File: config.mk
export PLATFORM = sky130hd
export DESIGN_NAME = gan_result_streamer
export DESIGN_NICKNAME = d
export VERILOG_FILES = /design/src/rtl/gan_stream_pkg.sv /design/src/rtl/gan_result_streamer.sv
export SDC_FILE = /design/constraint.sdc
export NUM_CORES = 1
export LEC_CHECK = 0
export ABC_AREA = 1
export CAP_MARGIN = 20
export CORE_UTILIZATION = 45
export CTS_CLUSTER_SIZE = 24
export DETAILED_ROUTE_END_ITERATION = 10
export PLACE_DENSITY = 0.71
export SLEW_MARGIN = 5
export SYNTH_ARGS = -nofsm -noshare
export SYNTH_HDL_FRONTEND = slang
export SYNTH_SLANG_ARGS = --single-unit
File: constraint.sdc
create_clock -name Clock -period 2 [get_ports Clock]
set_input_delay 0.5 -clock Clock [delete_from_list [all_inputs] [get_ports Clock]]
set_output_delay 0.5 -clock Clock [all_outputs]
set_load 0.1 [all_outputs]
File: src/rtl/gan_stream_pkg.sv
// Shared definitions for the GAN result byte streamer.
package gan_stream_pkg;

  typedef enum logic [2:0] {
    ST_IDLE,
    ST_WAIT,
    ST_HDR,
    ST_DATA,
    ST_CSUM
  } state_t;

  localparam int         FRAME_BYTES = 18;
  localparam int         DATA_BYTES  = 16;
  localparam logic [7:0] DEFAULT_HDR = 8'hA5;

  // Select one byte of a 32-bit word, sel 0 being the most significant byte.
  function automatic logic [7:0] word_byte(input logic [31:0] w, input logic [1:0] sel);
    logic [7:0] b;
    case (sel)
      2'd0:    b = w[31:24];
      2'd1:    b = w[23:16];
      2'd2:    b = w[15:8];
      default: b = w[7:0];
    endcase
    return b;
  endfunction

endpackage

File: src/rtl/gan_result_streamer.sv
// Waits out the GAN compute latency after Start, captures f1..f4 and streams
// them as HDR + 16 data bytes + XOR checksum over a valid/ready handshake.
module gan_result_streamer
  import gan_stream_pkg::*;
#(
  parameter int         LATENCY = 40,
  parameter logic [7:0] HDR     = DEFAULT_HDR
) (
  input  logic        Clock,
  input  logic        Reset,
  input  logic        Start,
  input  logic [31:0] f1,
  input  logic [31:0] f2,
  input  logic [31:0] f3,
  input  logic [31:0] f4,
  output logic [7:0]  tx_data,
  output logic        tx_valid,
  input  logic        tx_ready,
  output logic        tx_last,
  output logic        Busy,
  output logic        Overrun
);

  localparam logic [7:0] LAT8     = 8'(LATENCY);
  localparam logic [3:0] LAST_IDX = 4'(DATA_BYTES - 1);

  state_t      state_reg, state_next;
  logic        start_q;
  logic [7:0]  cnt_reg, cnt_next;
  logic [3:0]  idx_reg, idx_next;
  logic [7:0]  csum_reg, csum_next;
  logic [31:0] cap_reg [4];
  logic [31:0] f_in [4];
  logic        overrun_reg;
  logic        capture;
  logic        trigger;
  logic [7:0]  data_byte;

  assign f_in[0] = f1;
  assign f_in[1] = f2;
  assign f_in[2] = f3;
  assign f_in[3] = f4;

  assign trigger   = Start & ~start_q;
  assign Busy      = (state_reg != ST_IDLE);
  assign Overrun   = overrun_reg;
  assign data_byte = word_byte(cap_reg[idx_reg[3:2]], idx_reg[1:0]);

  // State, counters, checksum, start edge detector and sticky overrun flag.
  always_ff @(posedge Clock or negedge Reset) begin
    if (!Reset) begin
      state_reg   <= ST_IDLE;
      start_q     <= 1'b0;
      cnt_reg     <= 8'd0;
      idx_reg     <= 4'd0;
      csum_reg    <= 8'd0;
      overrun_reg <= 1'b0;
    end else begin
      state_reg   <= state_next;
      start_q     <= Start;
      cnt_reg     <= cnt_next;
      idx_reg     <= idx_next;
      csum_reg    <= csum_next;
      // A trigger is only honoured in IDLE; anything else is an overrun.
      overrun_reg <= overrun_reg | (trigger & Busy);
    end
  end

  // Result capture: frozen once taken so later GAN activity cannot corrupt the frame.
  always_ff @(posedge Clock or negedge Reset) begin
    if (!Reset) begin
      for (int i = 0; i < 4; i++) cap_reg[i] <= 32'd0;
    end else if (capture) begin
      for (int i = 0; i < 4; i++) cap_reg[i] <= f_in[i];
    end
  end

  // Next-state and stream outputs; tx_valid depends on state only, never on tx_ready.
  always_comb begin
    state_next = state_reg;
    cnt_next   = cnt_reg;
    idx_next   = idx_reg;
    csum_next  = csum_reg;
    capture    = 1'b0;
    tx_valid   = 1'b0;
    tx_last    = 1'b0;
    tx_data    = 8'h00;
    case (state_reg)
      ST_IDLE: begin
        if (trigger) begin
          state_next = ST_WAIT;
          cnt_next   = 8'd1;
        end
      end
      ST_WAIT: begin
        cnt_next = cnt_reg + 8'd1;
        if (!Start) begin
          state_next = ST_IDLE;
        end else if (cnt_reg == LAT8) begin
          capture    = 1'b1;
          csum_next  = 8'd0;
          state_next = ST_HDR;
        end
      end
      ST_HDR: begin
        tx_valid = 1'b1;
        tx_data  = HDR;
        if (tx_ready) begin
          state_next = ST_DATA;
          idx_next   = 4'd0;
        end
      end
      ST_DATA: begin
        tx_valid = 1'b1;
        tx_data  = data_byte;
        if (tx_ready) begin
          csum_next = csum_reg ^ data_byte;
          idx_next  = idx_reg + 4'd1;
          if (idx_reg == LAST_IDX) state_next = ST_CSUM;
        end
      end
      ST_CSUM: begin
        tx_valid = 1'b1;
        tx_last  = 1'b1;
        tx_data  = csum_reg;
        if (tx_ready) state_next = ST_IDLE;
      end
      default: state_next = ST_IDLE;
    endcase
  end

endmodule

==> reports/summary.txt, run 1 <==
RSZ-0062 raised after global routing: true
Flops & latches, synth: 153
Reg power frac: 29.1%
Final setup fails: 8
Required @ worst endpoint: 1500 ps
CTS tree: built
Power share of the combinational group: 49.5%
Switching portion of total power: 39.6%
Worst-Skew Late Latency: 420 ps
CP Class: reg2out
Met1 Use GR: 33.1%
P_sw: 6030 uW
Fraction of layout cells with a size suffix above 1: 18.7%
Hpwl dp: 14500 um
Area growth, synth to finish: 43.2%
Number of global-route vias before repair: 6741
Seq/Total Area, Yosys: 50.0%
Largest delay share family, worst path: buffers and inverters
Die H: 132 um
Startpoint types: flip-flop
DR pass1 iterations: 8
Sink Count: 153
VDD IR max: 0.846 mV
Clk slew on worst S/H paths: 60 ps
Num CTS Buffers: 17
Area of the core: 0.0166 sq mm
WL/cell: 15.5 um
Cts hold-fix bufs: 0
Root buffer cell: clkbuf_16
Iteration-0 DRC Markers: 509
Static leakage power: 0.00545 uW
Minimum clock period: 2690 ps
Buf+Inv Stages, Crit Path: 4
Slew Viols, Final: 0
Int Power: 9200 uW
Met3 usage: 4.94%
Setup crit end kind: output pin
Top cell type's share of synthesized area: 50.0%
Tightest Hold Check Type: in2async
Largest stage delay on the critical path: 440 ps
Max reg flops: 128
WP data arrival: 2190 ps
Synth Instances: 912
M2 GR Usage: 40.0%
Slowest cell on crit path: dfrtp_2
Busiest layer in global routing: met2
GPL Wtd Cong: 0.826
Finished Layout Cells: 1337
Leading cell type in the layout, fill and taps excluded: nand2_1
Power density over cell area: 1390 mW/mm^2
Synthesis Warnings: 0
Highest-count cells in the layout ignoring fill and taps: nand2_1, dfrtp_1, clkdlybuf4s50_1
Std-Cell Rows: 47
Max-Cap Viols: 0
Number of synthesized flops with an enable pin: 0
Tightest Pin Transition: 517 ps
Total number of H-tree levels: 4
Die W: 132 um
Overall Global Routing Usage: 24.7%
Clk buf depth: 2
Vias: 6883
Ys async rst share: 100%
DR vias/cell: 5.15
Area contributors post-synth: dfrtp_1, nand2_1, mux2_1
Syn nets: 1050
# DRC: 0
Worst Skew: 5.37 ps
Final hold vios: 0
Top Ports: 144
Synth cell types: 27
Final worst slack: -694 ps
Cell taking the most area after synthesis: dfrtp_1
Crit-path max FO: 7
Global-route wire length before repair: 33700 um
Post-layout util: 66.1%
Crit-path cells: clkinv_4 > buf_12 > clkbuf_16 > nand2_4 > nand3_2 > nand2_2 > a21oi_2 > nand2_2 > nand3_2 > o211ai_1 > clkbuf_16
Syn_area_per_cell: 8.39 sq um
Largest net degree at the start of global routing: 52
Fin crit share: 135%
PortBufs: 143
Initial antenna violation count: 0
Failing checks: negative setup slack
# diodes: 0
Grt ovf: 0
Worst relative slew slack: 65.5%
Maximum clock frequency: 371 MHz
Routed wire length: 20700 um
Pre-CTS WS: -205 ps
NumNets Final: 1243
Placed cell count: 1288
Ys flop type: dfrtp_1
Die Area: 0.0175 sq mm
Overall power: 15200 uW
Clock network power share: 21.4%
Mapped Area: 0.00765 sq mm
Initial Utilization: 46.2%
Status: finished, violations left
Post-DRT Antenna Nets: 0
==> metrics by stage <==
stage          hold WS [ps]  TNS [ps]  instance area (sq um)
2_1_floorplan           204     -7180                   7670
3_3_place_gp            474     -2710                   9860
3_5_place_dp            481     -2820                   9860
4_1_cts                44.3     -4670                  10700
5_1_grt                57.1     -5850                  11000
6_report               28.7     -4850                  11000
==> Yosys cell counts, types with 2 or more instances <==
master	instances
o211ai_1	4
buf_2	20
ha_1	6
inv_1	109
o22ai_1	5
inv_2	5
nand2_1	223
nand3_1	94
xor2_1	4
nor3_4	2
nor2_1	84
a31oi_1	2
a21oi_1	77
buf_6	8
o21ai_0	12
nand4_1	10
dfrtp_1	153
clkbuf_1	21
nor3_1	2
mux2_1	64
==> layout make-up <==
type	instances	area, sq um
Timing Repair Buffer	225	2440
Sequential cell	153	3830
Fill cell	1323	5620
Clock buffer	19	453
Multi-Input combinational cell	593	3370
Tap cell	220	275
Inverter	115	438
Clock inverter	12	150
==> cells by family after synthesis <==
kind of cell	Yosys count	share of synthesized area (%)
compound gates	102	7.09
fa+ha+maj	6	0.981
flops	153	50.0
mux	64	9.41
simple gates	417	22.7
buf+inv	166	9.30
xor+xnor	4	0.458
==> power groups by stage <==
stage,Clock (uW),Sequential (uW),Combinational (uW)
3_5_place_dp,0,4450,6370
4_1_cts,3300,4420,6850
2_1_floorplan,0,4300,3960
3_3_place_gp,0,4410,6260
6_report,3270,4430,7540
5_1_grt,3450,4520,8160
==> repair_timing <==
item / in CTS / in global routing
buffers inserted: 7 / 10
pin swaps: 1 / 24
setup endpoints to repair: 11 / 11
resized for setup: 35 / 67
cloned: 2 / 1
==> worst paths after layout <==
kind / startpoint / to / slack [ps] / depth (start not counted)
max in group asynchronous: Reset / state_reg[2]$_DFFE_PN0P_ / 1310 / 2
min in group Clock: cap_reg[6]$_DFFE_PN0P_ / cap_reg[6]$_DFFE_PN0P_ / 490 / 1
worst min-delay path: Reset / cap_reg[116]$_DFFE_PN0P_ / 30 / 1
worst min register to register: cap_reg[6]$_DFFE_PN0P_ / cap_reg[6]$_DFFE_PN0P_ / 490 / 1
worst max register to register: state_reg[2]$_DFFE_PN0P_ / cap_reg[34]$_DFFE_PN0P_ / 90 / 7
worst max-delay path: idx_reg[2]$_DFFE_PN0P_ / tx_data[7] / -690 / 11
==> per-layer routing <==
| metal | share of wire, % | vias to the layer above |
|---|---|---|
| li1 | - | 3305 |
| met5 | 0 | - |
| met3 | 6.3 | 31 |
| met1 | 44 | 3278 |
| met4 | 1.7 | 0 |
| met2 | 48 | 269 |
Note: power is estimated with default switching activity, not from simulation.
==> inputs of run 2 (changes only) <==
--- a/config.mk
+++ b/config.mk
@@ -7,6 +7,7 @@
 export LEC_CHECK = 0
 export ABC_AREA = 1
 export CAP_MARGIN = 20
+export CORE_ASPECT_RATIO = 1.2
 export CORE_UTILIZATION = 45
 export CTS_CLUSTER_SIZE = 24
 export DETAILED_ROUTE_END_ITERATION = 10
==> reports/summary.txt, run 2 (synthesis gave the netlist of run 1 again) <==
PortBufs: 143 (unchanged)
Overall Global Routing Usage: 25.0% (+0.31 points)
Pre-CTS WS: -212 ps (-6.24 ps)
Clk buf depth: 2 (unchanged)
Routed wire length: 20400 um (-1.2%)
Clock network power share: 21.1% (-0.3 points)
Placed cell count: 1277 (-0.85%)
Die W: 121 um (-8.6%)
Fill cells: 1316 (-0.53%)
Area growth, synth to finish: 41.3%
WP data arrival: 2100 ps (-90 ps)
RSZ-0062 raised after global routing: true
Met1 Use GR: 30.3% (-2.8 points)
M2 GR Usage: 42.6% (+2.6 points)
Number of global-route vias before repair: 6760 (+0.28%)
Crit-path max FO: 7 (unchanged)
Tightest Pin Transition: 461 ps (-56.6 ps)
# diodes: 0 (unchanged)
Minimum clock period: 2600 ps (-98.4 ps)
Tightest Hold Check Type: in2async
Slew Viols, Final: 0 (unchanged)
DR vias/cell: 5.13 (-0.29%)
Worst relative slew slack: 69.3% (+3.8 points)
Power share of the combinational group: 48.8% (-0.7 points)
Maximum clock frequency: 385 MHz (+3.8%)
Clk slew on worst S/H paths: 60 ps (about the same)
Final hold vios: 0 (unchanged)
Worst Skew: 7.19 ps (+1.82 ps)
Final setup fails: 9 (+1)
Switching portion of total power: 40.9% (+1.3 points)
Initial antenna violation count: 0 (unchanged)
CP Class: reg2out
Largest net degree at the start of global routing: 51 (-1.9%)
# DRC: 0 (unchanged)
Final worst slack: -595 ps (+98.4 ps)
Initial Utilization: 46.5% (+0.34 points)
Die Area: 0.0175 sq mm (about the same)
Root buffer cell: clkbuf_16
Std-Cell Rows: 51 (+8.5%)
Fraction of layout cells with a size suffix above 1: 17.4% (-1.3 points)
Top Ports: 144 (unchanged)
Num CTS Buffers: 17 (unchanged)
DR pass1 iterations: 5 (-3)
Die H: 145 um (+9.4%)
Status: finished, violations left
Met3 usage: 5.09% (+0.15 points)
Fin crit share: 130% (-4.9 points)
CTS tree: built
Required @ worst endpoint: 1500 ps (about the same)
Dpl cell area: 0.00983 sq mm (-0.33%)
P_sw: 6040 uW (+0.11%)
Max-Cap Viols: 0 (unchanged)
Busiest layer in global routing: met2
GPL Wtd Cong: 0.872 (+5.5%)
Finished Layout Cells: 1320 (-1.3%)
Post-DRT Antenna Nets: 0 (unchanged)
Total number of H-tree levels: 4 (unchanged)
Worst-Skew Late Latency: 430 ps (about the same)
Highest-count cells in the layout ignoring fill and taps: nand2_1, dfrtp_1, clkdlybuf4s50_1
Vias: 6776 (-1.6%)
Design area: 0.0108 sq mm (-1.4%)
Grt ovf: 0 (unchanged)
Area of the core: 0.0165 sq mm (-0.72%)
Leading cell type in the layout, fill and taps excluded: nand2_1
Iteration-0 DRC Markers: 530 (+4.1%)
Cts hold-fix bufs: 0 (unchanged)
Sink Count: 153 (unchanged)
NumNets Final: 1233 (-0.80%)
Startpoint types: flip-flop
WL/cell: 15.5 um (+0.11%)
Global-route wire length before repair: 33300 um (-1.1%)
Setup TNS: -4280 ps (+569 ps)
Static leakage power: 0.00542 uW (-0.44%)
Failing checks: negative setup slack
Int Power: 8720 uW (-5.2%)
VDD IR max: 0.743 mV (-12%)
Setup crit end kind: output pin
Max reg flops: 128 (unchanged)
Reg power frac: 30.1% (+1.0 points)
Power density over cell area: 1360 mW/mm^2 (-1.8%)
Hold WS: 6.31 ps (-22.3 ps)
Hpwl dp: 14600 um (+0.76%)
## run 2: power groups by stage
stage	combinational [uW]	sequential (uW)	clock [uW]
floorplan	3960	4300	0
global placement	6190	4440	0
detailed placement	6290	4470	0
CTS	7070	4430	3160
global route	7810	4530	3280
finish	7210	4440	3110
## run 2: repair_timing
item | CTS | global route
cloned | 2 | 0
gates resized for setup | 81 | 7
setup buffers | 7 | 3
pin swaps | 22 | 2
endpoints found under the hold margin | 0 | 0
endpoints found under the setup margin | 11 | 43
## run 2: stage by stage
stage                     util, %  power (uW)
after floorplan                 -        8260
after global placement       59.7       10600
after detailed placement     59.7       10800
after CTS                    65.4       14700
after global routing         65.7       15600
final                        65.7       14800
## run 2: path summary, 6_finish.rpt
check	endpoint	startpoint	depth (start not counted)	slack [ps]
max in group asynchronous	cap_reg[125]$_DFFE_PN0P_	Reset	2	1380
setup reg to reg	cap_reg[107]$_DFFE_PN0P_	state_reg[1]$_DFFE_PN0P_	6	70
hold reg to reg	cap_reg[33]$_DFFE_PN0P_	cap_reg[33]$_DFFE_PN0P_	1	490
hold / removal	cap_reg[43]$_DFFE_PN0P_	Reset	1	6
setup / recovery	tx_data[2]	idx_reg[2]$_DFFE_PN0P_	12	-600
min in group Clock	cap_reg[33]$_DFFE_PN0P_	cap_reg[33]$_DFFE_PN0P_	1	490
## run 2: cell type report
class / count / area, sq um / share of cell area (%)
Sequential cell: 153 / 3830 / 35.4
Clock buffer: 20 / 457 / 4.22
Clock inverter: 12 / 118 / 1.09
Inverter: 115 / 437 / 4.04
Tap cell: 212 / 265 / 2.45
Timing Repair Buffer: 215 / 2340 / 21.7
Multi-Input combinational cell: 593 / 3360 / 31.1
## run 2: worst max-delay path, cell delays in order (launching register included)
cell and delay (ps):
dfrtp_2 460, buf_6 150, buf_8 130, nand2_2 60
nand3_2 50, nand2_1 60, nand2_1 50, nand2_1 90
inv_1 50, nand2_2 80, nand3_2 60, o211ai_1 190
buf_12 230
## run 2: layer usage
layer	share of wire, %	vias up
met5	0	-
met4	3.3	0
met3	5.1	41
met2	50	214
met1	42	3238
li1	-	3283
==> inputs of run 3 (changes only) <==
==> constraint.sdc (replaced) <==
create_clock -name Clock -period 3 [get_ports Clock]
set_input_delay 0.75 -clock Clock [delete_from_list [all_inputs] [get_ports Clock]]
set_output_delay 0.75 -clock Clock [all_outputs]
set_load 0.1 [all_outputs]
==> reports/summary.txt, run 3 (synthesis gave the netlist of run 1 again) <==
Status: complete, no violations
# diodes: 0 (unchanged)
Die Area: 0.0175 sq mm (unchanged)
Clk buf depth: 2 (unchanged)
Final worst slack: 102 ps (+697 ps)
Final hold vios: 0 (unchanged)
Die W: 121 um (unchanged)
Most used cell along the critical path: nand2_1
Global-route wire length before repair: 31600 um (-4.9%)
Area growth, synth to finish: 31.8%
WL/cell: 15.4 um (-0.52%)
GPL Wtd Cong: 0.851 (-2.4%)
Routed wire length: 19500 um (-4.7%)
Largest delay share family, worst path: buffers and inverters
Initial antenna violation count: 0 (unchanged)
DR vias/cell: 5.12 (-0.23%)
RSZ-0062 raised after global routing: true
CP Class: reg2out
Max-Cap Viols: 0 (unchanged)
Fin crit share: 96.6%
Buf+Inv Stages, Crit Path: 4 (unchanged)
Worst-Skew Late Latency: 420 ps (about the same)
Overall power: 9310 uW (-37%)
Tightest Pin Transition: 706 ps (+246 ps)
Final setup fails: 0 (-9)
Initial Utilization: 46.5% (unchanged)
Grt ovf: 0 (unchanged)
Leading cell type in the layout, fill and taps excluded: nand2_1
Tightest Hold Check Type: in2async
Num CTS Buffers: 17 (unchanged)
WP data arrival: 2150 ps (+50 ps)
Top Ports: 144 (unchanged)
Required @ worst endpoint: 2250 ps (+750 ps)
Max reg flops: 128 (unchanged)
VDD IR max: 0.543 mV (-27%)
Die H: 145 um (unchanged)
Root buffer cell: clkbuf_16
Maximum clock frequency: 345 MHz
Worst Skew: 5.00 ps (-2.19 ps)
Crit-path max FO: 20 (+13)
Pre-CTS WS: 482 ps (+694 ps)
Number of global-route vias before repair: 6465 (-4.4%)
Vias: 6479 (-4.4%)
Hpwl dp: 13900 um (-4.9%)
Worst relative slew slack: 52.9% (-16 points)
Overall Global Routing Usage: 23.7% (-1.2 points)
CTS tree: built
Std-Cell Rows: 51 (unchanged)
Minimum clock period: 2900 ps
Total number of H-tree levels: 4 (unchanged)
Slowest cell on crit path: dfrtp_2
Static leakage power: 0.00503 uW (-7.2%)
Highest-count cells in the layout ignoring fill and taps: nand2_1, dfrtp_1, clkdlybuf4s50_1
Largest net degree at the start of global routing: 99 (+94%)
Startpoint types: flip-flop
NumNets Final: 1179 (-4.4%)
# DRC: 0 (unchanged)
Clk slew on worst S/H paths: 60 ps (about the same)
Crit-path cells: inv_4 > buf_12 > nand2_1 > nand3_1 > nand2_1 > nand2_1 > nand2_1 > inv_1 > nand2_1 > nand3_1 > o21ai_0 > buf_12
Fraction of layout cells with a size suffix above 1: 7.12% (-10 points)
Area of the core: 0.0165 sq mm (unchanged)
Sink Count: 153 (unchanged)
DR pass1 iterations: 6 (+1)
Iteration-0 DRC Markers: 482 (-9.1%)
Largest stage delay on the critical path: 450 ps (about the same)
Power density over cell area: 923 mW/mm^2 (-32%)
Post-DRT Antenna Nets: 0 (unchanged)
PortBufs: 143 (unchanged)
Slew Viols, Final: 0 (unchanged)
Setup crit end kind: output pin
==> run 3: cell types whose count changed in the layout (fill, tap and decap cells not counted), sizes merged <==
cell and change:
clkinvlp -3, inv -3, buf -57, bufinv +5, clkinv -2, clkbuf +5
==> run 3: per-layer routing <==
metal / track usage (%) / vias up / wire length, um
li1: - / 3159 / -
met1: 28.6 / 3070 / 8170
met2: 41.1 / 211 / 9730
met3: 4.04 / 39 / 1020
met4: 11.7 / 0 / 580
met5: 0 / - / 0
==> run 3: final timing paths <==
kind,from,to,slack (ps),cells past startpoint
setup / recovery,idx_reg[2]$_DFFE_PN0P_,tx_data[6],100,12
hold / removal,Reset,cap_reg[41]$_DFFE_PN0P_,360,2
setup reg to reg,state_reg[1]$_DFFE_PN0P_,csum_reg[1]$_DFFE_PN0P_,920,9
hold reg to reg,cap_reg[67]$_DFFE_PN0P_,cap_reg[67]$_DFFE_PN0P_,490,1
max in group asynchronous,Reset,cap_reg[121]$_DFFE_PN0P_,2060,2
min in group Clock,cap_reg[67]$_DFFE_PN0P_,cap_reg[67]$_DFFE_PN0P_,490,1
==> run 3: stage by stage <==
step	hold slack, ps	cell area (sq um)	utilization [%]	setup TNS (ps)	instances
2_1_floorplan	454	7660	-	-3820	912
3_3_place_gp	467	9340	56.7	0	1232
3_5_place_dp	481	9340	56.7	0	1232
4_1_cts	395	9990	60.7	0	1263
5_1_grt	406	10100	61.3	-41.2	1265
6_report	355	10100	61.3	0	1265
==> run 3: final cells by class <==
| cell class | instances | area (sq um) |
|---|---|---|
| clock inverter | 9 | 195 |
| tap | 212 | 265 |
| clock buffer | 22 | 454 |
| sequential | 153 | 3830 |
| timing repair buffer | 161 | 1770 |
| multi-input combinational | 593 | 3140 |
| fill | 1449 | 6380 |
| inverter | 115 | 434 |
==> run 3: worst reg2reg max path, stage by stage (launching register included) <==
cell	delay (ps)
dfrtp_1	490
inv_2	120
nor3_4	320
buf_4	230
nand2_2	90
a21oi_4	410
nand3_1	150
nand2_1	80
inv_1	40
nor2_1	90
==> run 3: what timing repair did <==
action,CTS,global route
setup endpoints to repair,0,8
hold buffers,0,0
buffers inserted,0,0
resized for setup,0,15
hold endpoints to repair,0,0
==> run 3: power breakdown <==
| group | internal [uW] | total, uW | switching, uW |
|---|---|---|---|
| Sequential | 2630 | 2950 | 319 |
| Combinational | 1450 | 3990 | 2540 |
| Clock | 1570 | 2360 | 791 |
| Total | 5660 | 9310 | 3650 |
